[src/rtl/fmdll_pkg.sv]
// Shared types for the FMDLL delay-line controller: FSM states, step directions, default code width.
// Pure declarations: no logic, no latency, no flow control.
package fmdll_pkg;

  localparam int CODE_W_DEF = 6;

  typedef enum logic [1:0] {
    ST_IDLE,
    ST_SAR,
    ST_TRACK
  } state_e;

  typedef enum logic [1:0] {
    DIR_NONE,
    DIR_UP,
    DIR_DN
  } dir_e;

endpackage

[src/rtl/fmdll_dly_ctrl_if.sv]
// Control/status bundle between the delay-line controller (master) and the FMDLL top / phase detector (slave).
// Wires only: no latency; no backpressure, the phase detector decisions are level signals.
interface fmdll_dly_ctrl_if #(
  parameter int CODE_W = fmdll_pkg::CODE_W_DEF
);

  logic              en;
  logic              pd_up;
  logic              pd_dn;
  logic [CODE_W-1:0] dly_code;
  logic              locked;
  logic              sat;
  logic              busy;

  modport master (
    input  en,
    input  pd_up,
    input  pd_dn,
    output dly_code,
    output locked,
    output sat,
    output busy
  );

  modport slave (
    output en,
    output pd_up,
    output pd_dn,
    input  dly_code,
    input  locked,
    input  sat,
    input  busy
  );

endinterface

[src/rtl/fmdll_lock_mon.sv]
// Lock monitor: counts quiet tracking windows (holds or reversals) and flags lock at LOCK_CNT.
// Latency: locked updates on the window-end edge; no backpressure, evaluated once per strobe.
module fmdll_lock_mon
  import fmdll_pkg::*;
#(
  parameter int LOCK_CNT = 8
) (
  input  logic CLK_exit,
  input  logic rst_n,
  input  logic clr,
  input  logic win_stb,
  input  dir_e step_dir,
  input  logic sat_evt,
  output logic locked
);

  localparam int                CNT_W    = $clog2(LOCK_CNT + 1);
  localparam logic [CNT_W-1:0] LOCK_MAX = CNT_W'(LOCK_CNT);

  logic [CNT_W-1:0] cnt_q, cnt_d, cnt_inc;
  dir_e             prev_q, prev_d;
  logic             locked_q;

  assign cnt_inc = (cnt_q == LOCK_MAX) ? cnt_q : cnt_q + CNT_W'(1);

  // prev_q remembers the last real step; holds and saturated attempts leave it alone
  always_comb begin
    cnt_d  = cnt_q;
    prev_d = prev_q;
    if (clr) begin
      cnt_d  = '0;
      prev_d = DIR_NONE;
    end else if (win_stb) begin
      if (sat_evt) begin
        cnt_d = '0;
      end else if (step_dir == DIR_NONE) begin
        cnt_d = cnt_inc;
      end else begin
        if (step_dir == prev_q) begin
          cnt_d = '0;
        end else if (prev_q != DIR_NONE) begin
          cnt_d = cnt_inc;
        end
        prev_d = step_dir;
      end
    end
  end

  always_ff @(posedge CLK_exit or posedge rst_n) begin
    if (rst_n) begin
      cnt_q    <= '0;
      prev_q   <= DIR_NONE;
      locked_q <= 1'b0;
    end else begin
      cnt_q    <= cnt_d;
      prev_q   <= prev_d;
      locked_q <= (cnt_d == LOCK_MAX);
    end
  end

  assign locked = locked_q;

endmodule

[src/rtl/fmdll_dly_ctrl.sv]
// FMDLL delay-code controller: SAR coarse search (FMDLL_SAR_EN) or linear search from mid-code, then +/-1 tracking.
// Latency: code moves once per SETTLE+1 cycle window; no backpressure, en low returns to IDLE next edge.
module fmdll_dly_ctrl
  import fmdll_pkg::*;
#(
  parameter int CODE_W   = CODE_W_DEF,
  parameter int SETTLE   = 3,
  parameter int LOCK_CNT = 8
) (
  input  logic                CLK_exit,
  input  logic                rst_n,
  fmdll_dly_ctrl_if.master    bus
);

  localparam int                 WIN_W    = $clog2(SETTLE + 1);
  localparam logic [WIN_W-1:0]  WIN_LAST = WIN_W'(SETTLE);
  localparam logic [CODE_W-1:0] CODE_MID = CODE_W'(1) << (CODE_W - 1);
  localparam logic [CODE_W-1:0] CODE_MAX = '1;

  state_e            state_q, state_d;
  logic [CODE_W-1:0] code_q, code_d;
  logic [WIN_W-1:0]  win_q, win_d;
  logic              sat_q, sat_d;
  logic              win_end;
  logic              pd_inc, pd_dec;
  dir_e              step_dir;
  logic              sat_evt;
  logic              mon_clr;
  logic              mon_stb;

`ifdef FMDLL_SAR_EN
  localparam int BIT_W = (CODE_W > 1) ? $clog2(CODE_W) : 1;
  logic [BIT_W-1:0] bit_q, bit_d;
`endif

  assign win_end = (win_q == WIN_LAST);
  assign pd_inc  = bus.pd_up & ~bus.pd_dn;
  assign pd_dec  = bus.pd_dn & ~bus.pd_up;

  always_comb begin
    state_d  = state_q;
    code_d   = code_q;
    win_d    = win_q;
    sat_d    = sat_q;
`ifdef FMDLL_SAR_EN
    bit_d    = bit_q;
`endif
    step_dir = DIR_NONE;
    sat_evt  = 1'b0;
    mon_clr  = 1'b0;
    mon_stb  = 1'b0;
    // en low wins over any window end on the same edge: the code is frozen
    if (!bus.en) begin
      state_d = ST_IDLE;
      win_d   = '0;
      mon_clr = 1'b1;
    end else begin
      case (state_q)
        ST_IDLE: begin
          code_d  = CODE_MID;
          sat_d   = 1'b0;
          win_d   = '0;
          mon_clr = 1'b1;
`ifdef FMDLL_SAR_EN
          state_d = ST_SAR;
          bit_d   = BIT_W'(CODE_W - 1);
`else
          state_d = ST_TRACK;
`endif
        end
`ifdef FMDLL_SAR_EN
        ST_SAR: begin
          if (win_end) begin
            win_d = '0;
            if (!pd_inc) begin
              code_d[bit_q] = 1'b0;
            end
            if (bit_q == '0) begin
              state_d = ST_TRACK;
            end else begin
              code_d[bit_q - BIT_W'(1)] = 1'b1;
              bit_d = bit_q - BIT_W'(1);
            end
          end else begin
            win_d = win_q + WIN_W'(1);
          end
        end
`endif
        ST_TRACK: begin
          if (win_end) begin
            win_d   = '0;
            mon_stb = 1'b1;
            if (pd_inc) begin
              if (code_q == CODE_MAX) begin
                sat_evt = 1'b1;
              end else begin
                code_d   = code_q + CODE_W'(1);
                step_dir = DIR_UP;
              end
            end else if (pd_dec) begin
              if (code_q == '0) begin
                sat_evt = 1'b1;
              end else begin
                code_d   = code_q - CODE_W'(1);
                step_dir = DIR_DN;
              end
            end
            if (sat_evt) begin
              sat_d = 1'b1;
            end
          end else begin
            win_d = win_q + WIN_W'(1);
          end
        end
        default: begin
          state_d = ST_IDLE;
          win_d   = '0;
        end
      endcase
    end
  end

  always_ff @(posedge CLK_exit or posedge rst_n) begin
    if (rst_n) begin
      state_q <= ST_IDLE;
      code_q  <= '0;
      win_q   <= '0;
      sat_q   <= 1'b0;
`ifdef FMDLL_SAR_EN
      bit_q   <= '0;
`endif
    end else begin
      state_q <= state_d;
      code_q  <= code_d;
      win_q   <= win_d;
      sat_q   <= sat_d;
`ifdef FMDLL_SAR_EN
      bit_q   <= bit_d;
`endif
    end
  end

  fmdll_lock_mon #(
    .LOCK_CNT (LOCK_CNT)
  ) u_lock_mon (
    .CLK_exit (CLK_exit),
    .rst_n    (rst_n),
    .clr      (mon_clr),
    .win_stb  (mon_stb),
    .step_dir (step_dir),
    .sat_evt  (sat_evt),
    .locked   (bus.locked)
  );

  assign bus.dly_code = code_q;
  assign bus.sat      = sat_q;
  assign bus.busy     = (state_q != ST_IDLE);

endmodule

[src/flat_wrapper.sv]
// flat-port wrapper written by rule: the top's interface ports become plain ports
module fmdll_dly_ctrl_flat import fmdll_pkg::*;
#(
  parameter int CODE_W   = CODE_W_DEF,
  parameter int SETTLE   = 3,
  parameter int LOCK_CNT = 8
)
  (CLK_exit, rst_n, bus_en, bus_pd_up, bus_pd_dn, bus_dly_code, bus_locked, bus_sat, bus_busy);
  fmdll_dly_ctrl_if #(.CODE_W(CODE_W)) bus_i ();
  input  logic CLK_exit;
  input  logic rst_n;
  input wire logic [$bits(bus_i.en)-1:0] bus_en;
  input wire logic [$bits(bus_i.pd_up)-1:0] bus_pd_up;
  input wire logic [$bits(bus_i.pd_dn)-1:0] bus_pd_dn;
  output wire logic [$bits(bus_i.dly_code)-1:0] bus_dly_code;
  output wire logic [$bits(bus_i.locked)-1:0] bus_locked;
  output wire logic [$bits(bus_i.sat)-1:0] bus_sat;
  output wire logic [$bits(bus_i.busy)-1:0] bus_busy;
  assign bus_i.en = bus_en;
  assign bus_i.pd_up = bus_pd_up;
  assign bus_i.pd_dn = bus_pd_dn;
  assign bus_dly_code = bus_i.dly_code;
  assign bus_locked = bus_i.locked;
  assign bus_sat = bus_i.sat;
  assign bus_busy = bus_i.busy;
  fmdll_dly_ctrl #(.CODE_W(CODE_W), .SETTLE(SETTLE), .LOCK_CNT(LOCK_CNT)) u_core (.CLK_exit(CLK_exit), .rst_n(rst_n), .bus(bus_i));
endmodule
[config.mk]
export PLATFORM = sky130hd
export DESIGN_NAME = fmdll_dly_ctrl_flat
export DESIGN_NICKNAME = d
export VERILOG_FILES = /design/src/rtl/fmdll_pkg.sv /design/src/rtl/fmdll_dly_ctrl_if.sv /design/src/rtl/fmdll_lock_mon.sv /design/src/rtl/fmdll_dly_ctrl.sv /design/src/flat_wrapper.sv
export SDC_FILE = /design/constraint.sdc
export NUM_CORES = 1
export LEC_CHECK = 0
export CELL_PAD_IN_SITES_DETAIL_PLACEMENT = 0
export CELL_PAD_IN_SITES_GLOBAL_PLACEMENT = 2
export CORE_MARGIN = 3
export CORE_UTILIZATION = 30
export CTS_CLUSTER_SIZE = 24
export DETAILED_ROUTE_END_ITERATION = 10
export PLACE_DENSITY_LB_ADDON = 0.1
export SYNTH_ARGS = -nofsm -noshare
export SYNTH_HDL_FRONTEND = slang
export SYNTH_SLANG_ARGS = --single-unit
[constraint.sdc]
create_clock -name CLK_exit -period 1.9 [get_ports CLK_exit]
set_input_delay 0.19 -clock CLK_exit [delete_from_list [all_inputs] [get_ports CLK_exit]]
set_output_delay 0.19 -clock CLK_exit [all_outputs]
set_load 0.01 [all_outputs]
==> results of run 1 <==
[registers in the layout (all words and copies together) (netlist names)]
| signal | cells |
|---|---|
| u_core.bus.dly_code | 6 |
| u_core.u_lock_mon.cnt_q | 4 |
| u_core.u_lock_mon.prev_q | 2 |
| u_core.win_q | 2 |
| u_core.bus.sat | 1 |
| u_core.state_q | 1 |
| u_core.u_lock_mon.locked | 1 |
[area by class of cell]
type / count / area, sq um
clock buffers: 3 / 41.3
clock inverters: 1 / 7.51
fillers: 333 / 1680
inverters: 13 / 48.8
multi-input cells: 92 / 741
flip-flops and latches: 17 / 428
well taps: 46 / 57.6
repair buffers: 53 / 443
[worst max-delay path by stage]
stage,end,startpoint
CTS,u_core.bus.dly_code[5]$_DFFE_PP0P_,u_core.bus.dly_code[2]$_DFFE_PP0P_
global placement,u_core.bus.dly_code[5]$_DFFE_PP0P_,bus_pd_up
floorplan,u_core.u_lock_mon.locked$_DFF_PP0_,u_core.bus.dly_code[2]$_DFFE_PP0P_
finish,u_core.bus.dly_code[5]$_DFFE_PP0P_,u_core.bus.dly_code[2]$_DFFE_PP0P_
global route,u_core.bus.dly_code[5]$_DFFE_PP0P_,u_core.bus.dly_code[2]$_DFFE_PP0P_
detailed placement,u_core.bus.dly_code[5]$_DFFE_PP0P_,bus_pd_up
[cells in the final DEF, fill, tap and decap left out, types with 3 or more instances in the layout]
| cell type | netlist | final |
|---|---|---|
| o21ai_0 | 8 | 5 |
| clkdlybuf4s50_1 | 0 | 11 |
| clkbuf_8 | 0 | 3 |
| ha_1 | 7 | 5 |
| nor3_1 | 4 | 4 |
| inv_1 | 13 | 12 |
| nand2_1 | 13 | 12 |
| buf_4 | 0 | 36 |
| nand3_1 | 8 | 7 |
| dfrtp_1 | 17 | 15 |
| a21oi_1 | 7 | 5 |
| buf_6 | 0 | 4 |
| a21o_1 | 3 | 3 |
| nor2_1 | 6 | 6 |
[metrics by stage]
| step | instances | worst slack (ps) |
|---|---|---|
| floorplan | 124 | 5.92 |
| global placement | 216 | -541 |
| detailed placement | 216 | -550 |
| CTS | 223 | -53.3 |
| global route | 225 | -163 |
| finish | 225 | -65.5 |
[routing by layer]
metal / vias up / track usage
li1: 555 / -
met1: 522 / 0.204
met2: 11 / 0.261
met3: 4 / 0.0152
met4: 0 / 0.0533
met5: - / 0
[cells by family after synthesis]
group | synth area share
AOI/OAI and AO/OA | 0.197
xor gates and xnor gates | 0.0237
adders and majority gates | 0.0972
and+or+nand+nor | 0.247
DFF | 0.384
buffers and inverters | 0.0509
[worst reg2reg max path, stage by stage, from the launching register on]
cell     delay (ps)
dfrtp_1         430
buf_4           160
buf_4           130
ha_4            270
a21oi_4          50
o21ai_0         210
nand3_2         110
or3_1           310
a21o_1          180
[power by group]
part / leakage (nW) / total [mW] / switching, mW / internal [mW]
Combinational: 0.551 / 0.152 / 0.0712 / 0.0805
Sequential: 0.226 / 0.376 / 0.00650 / 0.370
Clock: 0.0217 / 0.294 / 0.146 / 0.148
[what timing repair did]
action,in CTS,in global routing
pin swaps,8,9
setup endpoints to repair,9,10
gates cloned,0,0
buffers inserted,4,2
resized for setup,9,18
hold buffers,0,0
==> metrics, run 1 <==
CTS clk-pin slew, worst paths=~80 ps; Avg Synthesized Cell Area=8.93 sq um; wire length on met3=slightly below 30 microns; top sig layer=met4; Via density=roughly 4.9; Diodes inserted=0; Critical Path AT=about 2100 ps; Area Growth Syn to Fin=59.5%; Area after DPL=1560 sq um; Yosys top cell area share=0.384; final hold vios=0; largest area contributor in the netlist=dfrtp_1; DRC=0; Async SR Flop Fraction=1.00; gpl congestion=around 0.89; outcome=finished with violations; Pwr Total=about 0.82 mW; Post-Syn Area=approximately 1100 sq um; worst slew pin tran=a little over 700 ps; fin crit period=between 1500 and 2000 ps; Clk Latency, worst-skew pair=about 260 ps; Max Cap Viol=0; first-pass GRT wire length=roughly 5200 microns; slowest library cell on the worst path=dfrtp_1; final slew viol count=0; clock buffer count from CTS=3; share of cells above drive strength 1=0.380; P_leak=0.800 nW; startpoint types=register; setup tns final=-118 ps; crit path cell chain=buf_4 > buf_4 > ha_4 > a21oi_4 > o21ai_0 > nand3_2 > or3_1 > a21o_1; RSZ-0062 raised after global routing=yes; H-tree Lvls=1; Reg2Reg Capture Point=u_core.bus.dly_code[5]$_DFFE_PP0P_; met2 routed wirelength=between 1500 and 2000 microns; DRT Pass-1 Iters=5; total I/O pin count=14; post-synth cell types=41; CTS Root Cell=clkbuf_8; Worst slew margin=0.530; critical path's top delay family=compound AO/OA/AOI/OAI gates; clk sinks=17; Crit. path cell count=8; cell count after synthesis=around 120; Vias=around 1,100; antenna viol nets, final=0; critical path data required time=around 2100 ps; Crit Path Class=reg -> reg; top cells by count, synth=dfrtp_1 (17), inv_1 (13), nand2_1 (13), nand3_1 (8), o21ai_0 (8); # rows=21; GRT Total Usage=0.155; Max clock buf depth=2; wl on met1=approximately 1400 microns; Synth Net Count=between 100 and 150; sequential fraction of the synthesis area=0.384; final setup margin=-65.5 ps; largest net degree at the start of global routing=18; Starting Density=0.322; initial antenna violation count=0; fin area=between 1500 and 2000 sq um; Die X=66.8 microns; most area-consuming cells after synthesis=dfrtp_1 (38%), ha_1 (7.9%), inv_1 (4.4%); CTS tree=built; WP buf/inv=2; max incr delay on CP=roughly 430 ps; failing checks=negative setup slack; worst reg2reg setup slack=-70 ps; grt ovf=0; reg2reg start=u_core.bus.dly_code[2]$_DFFE_PP0P_; vias in the first global route=1,131; fin util=0.513; Hold/Removal Path Class=in -> async; endpoints failing setup=2; clock skew=6.78 ps; DRT iter0 DRCs=60; Final #Nets=between 150 and 200; post-DP HPWL=between 2000 and 2500 microns; pwr/cell area=465 nW/um^2; port bufs=13; post-DR wirelength/cell=~14 microns; die height=66.8 microns; Post-synth EDFFs=0; period utilization=1.03; number of synthesized register bits=17; Peak supply drop=0.254 mV; count leader, synth=dfrtp_1; nature of the critical path endpoint=register; Yosys warnings=0; DIE AREA=between 4000 and 5000 sq um; Synth Flop Type=dfrtp_1; final hold slack=around 340 ps; CP max FO=3; CP most frequent cell=buf_4; reg2reg path depth=8; Core Box Area=between 3000 and 4000 sq um; fmax=0.509 GHz; Routed WL=approximately 3000 microns
Note: power is estimated with default switching activity, not from simulation.
==> run 2, diff against run 1 <==
Settings changed: CTS_CLUSTER_DIAMETER set to 100.
==> results of run 2 <==
The final DEF is identical to that of run 1; final timing and power are the same.
==> run 3, diff against run 2 <==
Settings changed: CORE_UTILIZATION 30 to 31, SYNTH_HIERARCHICAL set to 1.
==> run 3 against run 2 <==
The run still ends with negative setup slack left; critical path depth shrank 1; synthesized cell count grew 1.6%; synthesized area grew 9.3%; first-iteration DRC count shrank 83%; combinational power grew to 2.6 times the previous value; non-clock buffer count shrank 8; largest cell class unchanged; largest power group unchanged.
==> metrics, run 3 <==
outcome=finished with violations; failing checks=negative setup slack; Critical Path AT=2250 ps (+130 ps); Yosys warnings=6 (+6); CTS Root Cell=clkbuf_8; CP max FO=7 (+4); fin crit period=2090 ps (+128 ps); XOR/XNOR Fraction of Synth Area=0.0507 (+0.0269); multiplexer share of the synthesized area=0.0414 (+0.0414); total I/O pin count=14 (unchanged); Area Growth Syn to Fin=52.1%; Via density=5.10 (+5.0%); share of cells above drive strength 1=0.372 (-0.00780); Max Cap Viol=0 (unchanged); final slew viol count=0 (unchanged); Max clock buf depth=2 (unchanged); Worst slew margin=0.730 (+0.200); endpoints failing setup=13 (+11); Async SR Flop Fraction=1.00 (unchanged); DIE AREA=4690 sq um (+5.2%); Sw Share=0.314 (+0.0419); final hold vios=0 (unchanged); Hold/Removal Path Class=in -> async; count leader, synth=dfrtp_1; Pwr Total=1.09 mW (+32%); max reg flops=6 (unchanged); most common cell after layout, fill and taps aside=buf_4; P_leak=0.781 nW (-2.3%); Avg Synthesized Cell Area=9.60 sq um (+7.5%); post-synth cell types=44 (+7.3%); combinational family with the most area after synthesis=simple AND/OR/NAND/NOR gates; most area-consuming cells after synthesis=dfrtp_1 (35%), ha_1 (9.3%), xnor2_1 (5.1%); Synth Area in Compound Gates=0.176 (-0.0208); post-DR wirelength/cell=14.8 microns (+8.4%); crit path cell chain=or4_4 > buf_4 > buf_6 > nor4_4 > nor3_4 > mux2i_1 > a22o_2; Routed WL=3260 microns (+6.0%); critical path data required time=2050 ps (about the same); critical path's top delay family=simple AND/OR/NAND/NOR gates; hold_buf cts=0 (unchanged); Synth Flop Type=dfrtp_1; Synth Net Count=141 (+2.9%); largest area contributor in the netlist=dfrtp_1; H-tree Lvls=1 (unchanged); period utilization=1.10 (+0.0675); post-synthesis adder-cell area fraction=0.110 (+0.0124); RSZ-0062 raised after global routing=yes; fmax=0.478 GHz (-6.1%); die height=68.5 microns (+2.6%); Die X=68.5 microns (+2.6%); fraction of the mapped netlist area in simple logic gates=0.212 (-0.0355); Post-Syn Area=1210 sq um (+9.3%); max incr delay on CP=560 ps (+130 ps); most frequent cells in the layout=buf_4 (29), dfrtp_1 (17), inv_1 (13); top cells by count, synth=dfrtp_1 (17), inv_1 (15), ha_1 (9), nor3_1 (8); number of synthesized register bits=17 (unchanged); Peak supply drop=0.354 mV (+39%); Comb power frac=0.367 (+0.183); final setup margin=-194 ps (-128 ps); Vias=1,121 (+2.7%); Layout fillers=373 (+12%); grt ovf=0 (unchanged); # rows=22 (+4.8%); cell count after synthesis=126 (+1.6%); Internal=0.745 mW (+25%); startpoint types=register; pwr/cell area=591 nW/um^2 (+27%); nature of the critical path endpoint=register; DRT Pass-1 Iters=4 (-1); Core Box Area=3720 sq um (+8.0%); Crit Path Class=reg -> reg; largest net degree at the start of global routing=12 (-6); worst slew pin tran=405 ps (-299 ps); Post-synth EDFFs=0 (unchanged); Clk Latency, worst-skew pair=260 ps (about the same); Seq pwr share=0.370 (-0.087); port bufs=13 (unchanged); clock skew=3.62 ps (-3.16 ps); initial antenna violation count=0 (unchanged); P_sw=0.342 mW (+53%); Final #Nets=188 (-2.6%); setup tns final=-1440 ps (-1320 ps); WP buf/inv=2 (unchanged); first-pass GRT wire length=5240 microns (+0.27%); Clock Power Share=0.263 (-0.095); Starting Density=0.326 (+0.00389); sequential fraction of the synthesis area=0.352 (-0.0326); antenna viol nets, final=0 (unchanged); Diodes inserted=0 (unchanged); final hold slack=202 ps (-133 ps); post-DP HPWL=2550 microns (+9.5%); Yosys top cell area share=0.352 (-0.0326); CTS tree=built; gpl congestion=0.753 (-15%); fin area=1840 sq um (+4.2%); CTS clk-pin slew, worst paths=70 ps (about the same); Area after DPL=1690 sq um (+8.8%); DRT iter0 DRCs=10 (-83%); clock buffer count from CTS=3 (unchanged); DRC=0 (unchanged); slowest library cell on the worst path=or4_4; vias in the first global route=1,127 (-0.35%); GRT Total Usage=0.152 (-0.00266); clk sinks=17 (unchanged)
run 3: cell count changes after synthesis, sizes merged, moves of 3 or more:
cell / change
o311ai: +3
o21ai: -6
xnor2: +6
nand2: -5
nor3: +5
nand3: -6
mux2i: +5
run 3: cell families after synthesis:
logic type,count (synthesis)
AND/OR/NAND/NOR,41
buffers and inverters,18
adder cells (fa/ha/maj),10
flip-flops,17
multiplexers,5
XOR/XNOR,7
AO/OA/AOI/OAI,28
run 3: final timing paths:
path	cells after the start	slack, ps	startpoint	to
min in group CLK_exit	1	450	u_core/win_q[0]$_DFF_PP0_	u_core/win_q[0]$_DFF_PP0_
hold reg to reg	1	450	u_core/win_q[0]$_DFF_PP0_	u_core/win_q[0]$_DFF_PP0_
setup / recovery	7	-190	u_core/bus.dly_code[3]$_DFFE_PP0P_	u_core/bus.dly_code[1]$_DFFE_PP0P_
setup reg to reg	7	-190	u_core/bus.dly_code[3]$_DFFE_PP0P_	u_core/bus.dly_code[1]$_DFFE_PP0P_
max in group asynchronous	2	1360	rst_n	u_core/bus.dly_code[5]$_DFFE_PP0P_
hold / removal	2	200	rst_n	u_core/u_lock_mon/locked$_DFF_PP0_
run 3: final cells by class:
| cell class | count | area, sq um | share of cell area |
|---|---|---|---|
| Multi-Input combinational cell | 91 | 862 | 0.468 |
| Timing Repair Buffer | 45 | 388 | 0.211 |
| Tap cell | 48 | 60.1 | 0.0326 |
| Inverter | 15 | 56.3 | 0.0306 |
| Clock buffer | 3 | 41.3 | 0.0224 |
| Clock inverter | 1 | 7.51 | 0.00408 |
| Sequential cell | 17 | 425 | 0.231 |
run 3: worst register-to-register path, stage by stage, from the launching register on:
cell and delay [ps]:
dfrtp_1 380, or4_4 560, buf_4 160, buf_6 110, nor4_4 320, nor3_4 120
mux2i_1 140, a22o_2 210
run 3: per-stage QoR:
stage,worst slack [ps],utilization,instances
2_1_floorplan,-141,-,126
3_3_place_gp,-468,0.456,215
3_5_place_dp,-538,0.456,215
4_1_cts,-157,0.478,219
5_1_grt,-298,0.495,220
6_report,-194,0.495,220
run 3: layer usage:
metal	wire, microns	track usage	up-vias
met5	0	0	-
met4	32	0.0447	0
met3	58	0.0263	5
met2	1740	0.282	11
met1	1430	0.175	549
li1	-	-	556
run 3: timing repair:
action,in CTS,in global routing
pin swaps,4,6
gates resized for setup,12,12
hold endpoints to repair,0,0
setup buffers,0,2
endpoints found under the setup margin,12,14
run 3: power groups by stage:
stage | Sequential, mW | Clock, mW | Combinational, mW
global route | 0.406 | 0.316 | 0.430
detailed placement | 0.409 | 0 | 0.363
finish | 0.403 | 0.286 | 0.399
CTS | 0.403 | 0.297 | 0.366
global placement | 0.409 | 0 | 0.359
floorplan | 0.428 | 0 | 0.184
==> patch 1 (settings of run 3) <==
`LOCK_CNT` is set to 8 in 3 places; all go to 4.
--- a/src/rtl/fmdll_lock_mon.sv
+++ b/src/rtl/fmdll_lock_mon.sv
@@ -4,5 +4,5 @@
   import fmdll_pkg::*;
 #(
-  parameter int LOCK_CNT = 8
+  parameter int LOCK_CNT = 4
 ) (
   input  logic CLK_exit,
--- a/src/rtl/fmdll_dly_ctrl.sv
+++ b/src/rtl/fmdll_dly_ctrl.sv
@@ -6,5 +6,5 @@
   parameter int CODE_W   = CODE_W_DEF,
   parameter int SETTLE   = 3,
-  parameter int LOCK_CNT = 8
+  parameter int LOCK_CNT = 4
 ) (
   input  logic                CLK_exit,
--- a/src/flat_wrapper.sv
+++ b/src/flat_wrapper.sv
@@ -4,5 +4,5 @@
   parameter int CODE_W   = CODE_W_DEF,
   parameter int SETTLE   = 3,
-  parameter int LOCK_CNT = 8
+  parameter int LOCK_CNT = 4
 )
   (CLK_exit, rst_n, bus_en, bus_pd_up, bus_pd_dn, bus_dly_code, bus_locked, bus_sat, bus_busy);
Check against the original RTL: no difference found for any inputs over 10 cycles, from zero or initial values and one cycle with rst_n high; that may be too few to reach the edited logic, so the function may still have changed.
==> patch 1 against run 3 <==
The flow still finishes with violations (negative setup slack); setup slack worse by 430 ps; utilization grew 2.7 points; wire length fell by 3.7%; global-route usage is 0.81 points lower; final area down 1.5%; sequential cell count down 1; clock skew down 1.9 ps; power rose by 0.38%; area after synthesis shrank 4.2%; sequential power is 5.2% lower; critical endpoint is now u_core/u_lock_mon/locked.
==> patch 1: results <==
{
  "routedWlPerCell_um": 14.32,
  "synth-seq-area-share_pct": 34.56,
  "yosysWarningCount": 6,
  "final_net_count": 189,
  "endpoint": "u_core/u_lock_mon/locked",
  "leakage_nw": 0.7907,
  "largest_reg_flops": 6,
  "gpl_congestion": 0.8393,
  "first_global_vias": 1071,
  "setup_violations": 12,
  "antenna_found_initial": 0,
  "post_route_worst_setup_slack_ps": -625.6,
  "post_synth_inst_count": 122,
  "timing.critical_path.arrival_ps": 2710,
  "vias_per_cell": 4.808,
  "cts_made_buffers": 3,
  "cp_max_fo": 4,
  "first_pass_grt_wire_length_um": 4885,
  "fillers": 333,
  "final_layout_size_suffix_gt1_share_pct": 39.31,
  "run_status": "finished, violations left",
  "failed_checks": "negative setup slack",
  "drt_iter0_markers": 26,
  "synth_cell_type_count": 46,
  "cts_buffer_depth": 2,
  "grtUsageTotal_pct": 14.41,
  "clk_pin_slew_worst_paths_ps": 60,
  "type_of_the_tightest_min_delay_check": "in2async",
  "netlist_top_cells_area": "sky130_fd_sc_hd__dfrtp_1, sky130_fd_sc_hd__ha_1, sky130_fd_sc_hd__inv_1, sky130_fd_sc_hd__xnor2_1, sky130_fd_sc_hd__nand2_1",
  "worst_r2r_path_depth": 11,
  "top_post_synthesis_cells_by_count": "sky130_fd_sc_hd__inv_1, sky130_fd_sc_hd__dfrtp_1, sky130_fd_sc_hd__ha_1, sky130_fd_sc_hd__nand2_1, sky130_fd_sc_hd__nor2_1",
  "reg2reg_to": "u_core/u_lock_mon/locked",
  "buffer_ports.inserted": 13,
  "remaining_drc_errors": 0,
  "drt_wl_total_um": 3137,
  "vdd_drop_max_v": 0.0003934,
  "synth.net_count": 137,
  "timing.critical_path.from": "u_core/bus.dly_code[1]",
  "worst_slew_pin_slew_ps": 490.8,
  "skew_ps": 1.680,
  "largest_net_degree_at_the_start_of_global_routing": 11,
  "post-dp-hpwl_um": 2337,
  "numPlacedInstances": 209
}
[patch 1: worst min path at each step]
| stage | from | end | slack, ps | depth (start not counted) |
|---|---|---|---|---|
| 6_report | rst_n | u_core/u_lock_mon/cnt_q[0] | 200 | 2 |
| 5_1_grt | rst_n | u_core/u_lock_mon/prev_q[1] | 230 | 2 |
| 3_3_place_gp | u_core/win_q[0] | u_core/win_q[0] | 430 | 1 |
| 3_5_place_dp | u_core/win_q[0] | u_core/win_q[0] | 440 | 1 |
| 4_1_cts | rst_n | u_core/u_lock_mon/prev_q[1] | 200 | 2 |
| 2_1_floorplan | rst_n | u_core/u_lock_mon/cnt_q[0] | -20 | 1 |
[patch 1: area by class of cell]
| type | instances | share of cell area [%] |
|---|---|---|
| Tap cell | 46 | 3.175 |
| Multi-Input combinational cell | 86 | 43.96 |
| Inverter | 17 | 3.658 |
| Clock buffer | 4 | 3.037 |
| Timing Repair Buffer | 50 | 23.95 |
| Sequential cell | 16 | 22.22 |
[patch 1: cells by family after synthesis]
family          share of synthesized area, %
simple gates                           22.14
compound gates                         18.68
buf+inv                                6.804
flops                                  34.56
fa+ha+maj                              11.45
xor+xnor                               3.780
mux                                    2.592
[patch 1: worst max-delay path, stage by stage (launching register included)]
cell	delay, ps
sky130_fd_sc_hd__dfrtp_2	420
sky130_fd_sc_hd__or4_4	560
sky130_fd_sc_hd__nor3_4	170
sky130_fd_sc_hd__buf_4	150
sky130_fd_sc_hd__a31oi_4	100
sky130_fd_sc_hd__nor3_2	140
sky130_fd_sc_hd__and2b_2	250
sky130_fd_sc_hd__o211ai_2	90
sky130_fd_sc_hd__buf_6	140
sky130_fd_sc_hd__o21ai_0	100
sky130_fd_sc_hd__a2bb2oi_2	170
sky130_fd_sc_hd__and3_1	170
[patch 1: where the power goes]
part           switching (mW)  internal [mW]
logic                   0.186          0.226
clock network           0.114          0.184
registers              0.0215          0.360
total                   0.322          0.769
[patch 1: metal layers]
metal	part of all wire, %	global-route usage (%)	vias up	wire (µm)
met5	0	0	-	0
met4	0.80	5.316	0	25
met3	2.9	1.664	2	91
met2	46	21.23	17	1452
met1	50	21.47	492	1568
li1	-	-	542	-
[patch 1: metrics by stage]
step | cell area [µm²] | TNS [ps] | setup slack [ps]
6_report | 1813 | -3342 | -625.6
5_1_grt | 1813 | -4449 | -790.7
4_1_cts | 1699 | -3088 | -603.4
3_5_place_dp | 1595 | -5021 | -763.1
3_3_place_gp | 1595 | -4804 | -742.1
2_1_floorplan | 1190 | -1370 | -450.1
[patch 1: repair_timing]
action	4_1_cts	5_1_grt
resized for setup	7	20
pin swaps	3	7
buffers inserted	4	3
setup endpoints to repair	10	12
==> patch 2 (settings of run 3) <==
Made on the original files. Re-encode `state_e` (3 states) as one-hot, 3 bits wide.
--- a/src/rtl/fmdll_pkg.sv
+++ b/src/rtl/fmdll_pkg.sv
@@ -5,8 +5,8 @@
   localparam int CODE_W_DEF = 6;
 
-  typedef enum logic [1:0] {
-    ST_IDLE,
-    ST_SAR,
-    ST_TRACK
+  typedef enum logic [2:0] {
+    ST_IDLE  = 3'b001,
+    ST_SAR   = 3'b010,
+    ST_TRACK = 3'b100
   } state_e;
 
Function: no difference found for any inputs over 10 cycles, from zero or initial values and one cycle with rst_n high; not proved beyond that.
==> patch 2 against run 3 <==
The run still ends with negative setup slack left; wire length shrank 6.0%; area after synthesis grew 4.7%; setup slack lost 3.8 ps; sequential cell count grew 1; sequential power grew 8.7%; critical path depth grew 1; die area grew 4.2%; utilization grew 2.0 points; power grew 14%; final area grew 6.4%; first-iteration DRC count grew to 3.6 times the old value; critical path type unchanged.
==> patch 2: results <==
{
  "wl_met3_um": 60,
  "largest_net_degree_at_the_start_of_global_routing": 12,
  "skew_ps": 3.973,
  "final_net_count": 196,
  "leakage_nw": 0.8304,
  "reg2reg_slack_ps": -200,
  "groute.layer.met2.usage_pct": 23.19,
  "met1_usage_pct": 14.87,
  "power.density_cell_area_nw_per_um2": 632.1,
  "cts_resized": 10,
  "synth_cell_type_count": 48,
  "grt_util_met3_pct": 3.022,
  "reg2reg_from": "u_core/bus.dly_code[1]",
  "synth.net_count": 146,
  "worst_r2r_path_depth": 8,
  "setup-tns-final_ps": -996.0,
  "cell_internal_pwr_mw": 0.8654,
  "post_route_worst_setup_slack_ps": -197.6,
  "reg2reg_to": "u_core/u_lock_mon/cnt_q[3]",
  "vdd_drop_max_v": 0.0003666,
  "grtUsageTotal_pct": 12.64,
  "synth-seq-area-share_pct": 35.67,
  "setup_violations": 8,
  "top_post_synthesis_cells_by_count": "sky130_fd_sc_hd__dfrtp_1, sky130_fd_sc_hd__inv_1, sky130_fd_sc_hd__ha_1, sky130_fd_sc_hd__nand2_1, sky130_fd_sc_hd__o21ai_0",
  "final_layout_size_suffix_gt1_share_pct": 42.78,
  "drt_iter0_markers": 36,
  "postPlaceCellArea_um2": 1772,
  "timing.critical_path.from": "u_core/bus.dly_code[1]",
  "vias": 1129,
  "drt_wl_total_um": 3060,
  "worst_hold_slack_ps": 189.8,
  "post-dp-hpwl_um": 2429,
  "failed_checks": "negative setup slack",
  "cts_setup_buffers": 1,
  "slew-limit-headroom_pct": 65.83,
  "routed-wl-met2_um": 1604,
  "setup_ws_pre_cts_ps": -721.1,
  "first_global_vias": 1133,
  "vias_per_cell": 4.952,
  "run_status": "finished, violations left",
  "first_pass_grt_wire_length_um": 4995,
  "clock_power_share_pct": 25.4
}
==> patch 2: cell types whose count changed after synthesis, sizes merged, moves of 3 or more <==
cell / run 3 / this run
o21ai: 3 / 8
nand3: 2 / 6
nor3: 9 / 5
mux2i: 5 / 2
==> patch 2: area by class of cell <==
class | instances | area (µm²)
repair buffers | 48 | 406.6
clock buffers | 4 | 55.05
well taps | 48 | 60.06
flip-flops and latches | 18 | 455.4
multi-input cells | 93 | 900.9
inverters | 17 | 80.08
fillers | 345 | 1841
==> patch 2: logic make-up (layout without fill, tap and decap cells) <==
| logic type | count (synthesis) | count (layout) | synth area share [%] |
|---|---|---|---|
| buffers and inverters | 20 | 69 | 7.213 |
| XOR/XNOR | 6 | 6 | 4.150 |
| multiplexers | 2 | 2 | 1.581 |
| adder cells (fa/ha/maj) | 10 | 10 | 10.47 |
| AO/OA/AOI/OAI | 32 | 32 | 18.28 |
| flip-flops | 18 | 18 | 35.67 |
| AND/OR/NAND/NOR | 43 | 43 | 22.63 |
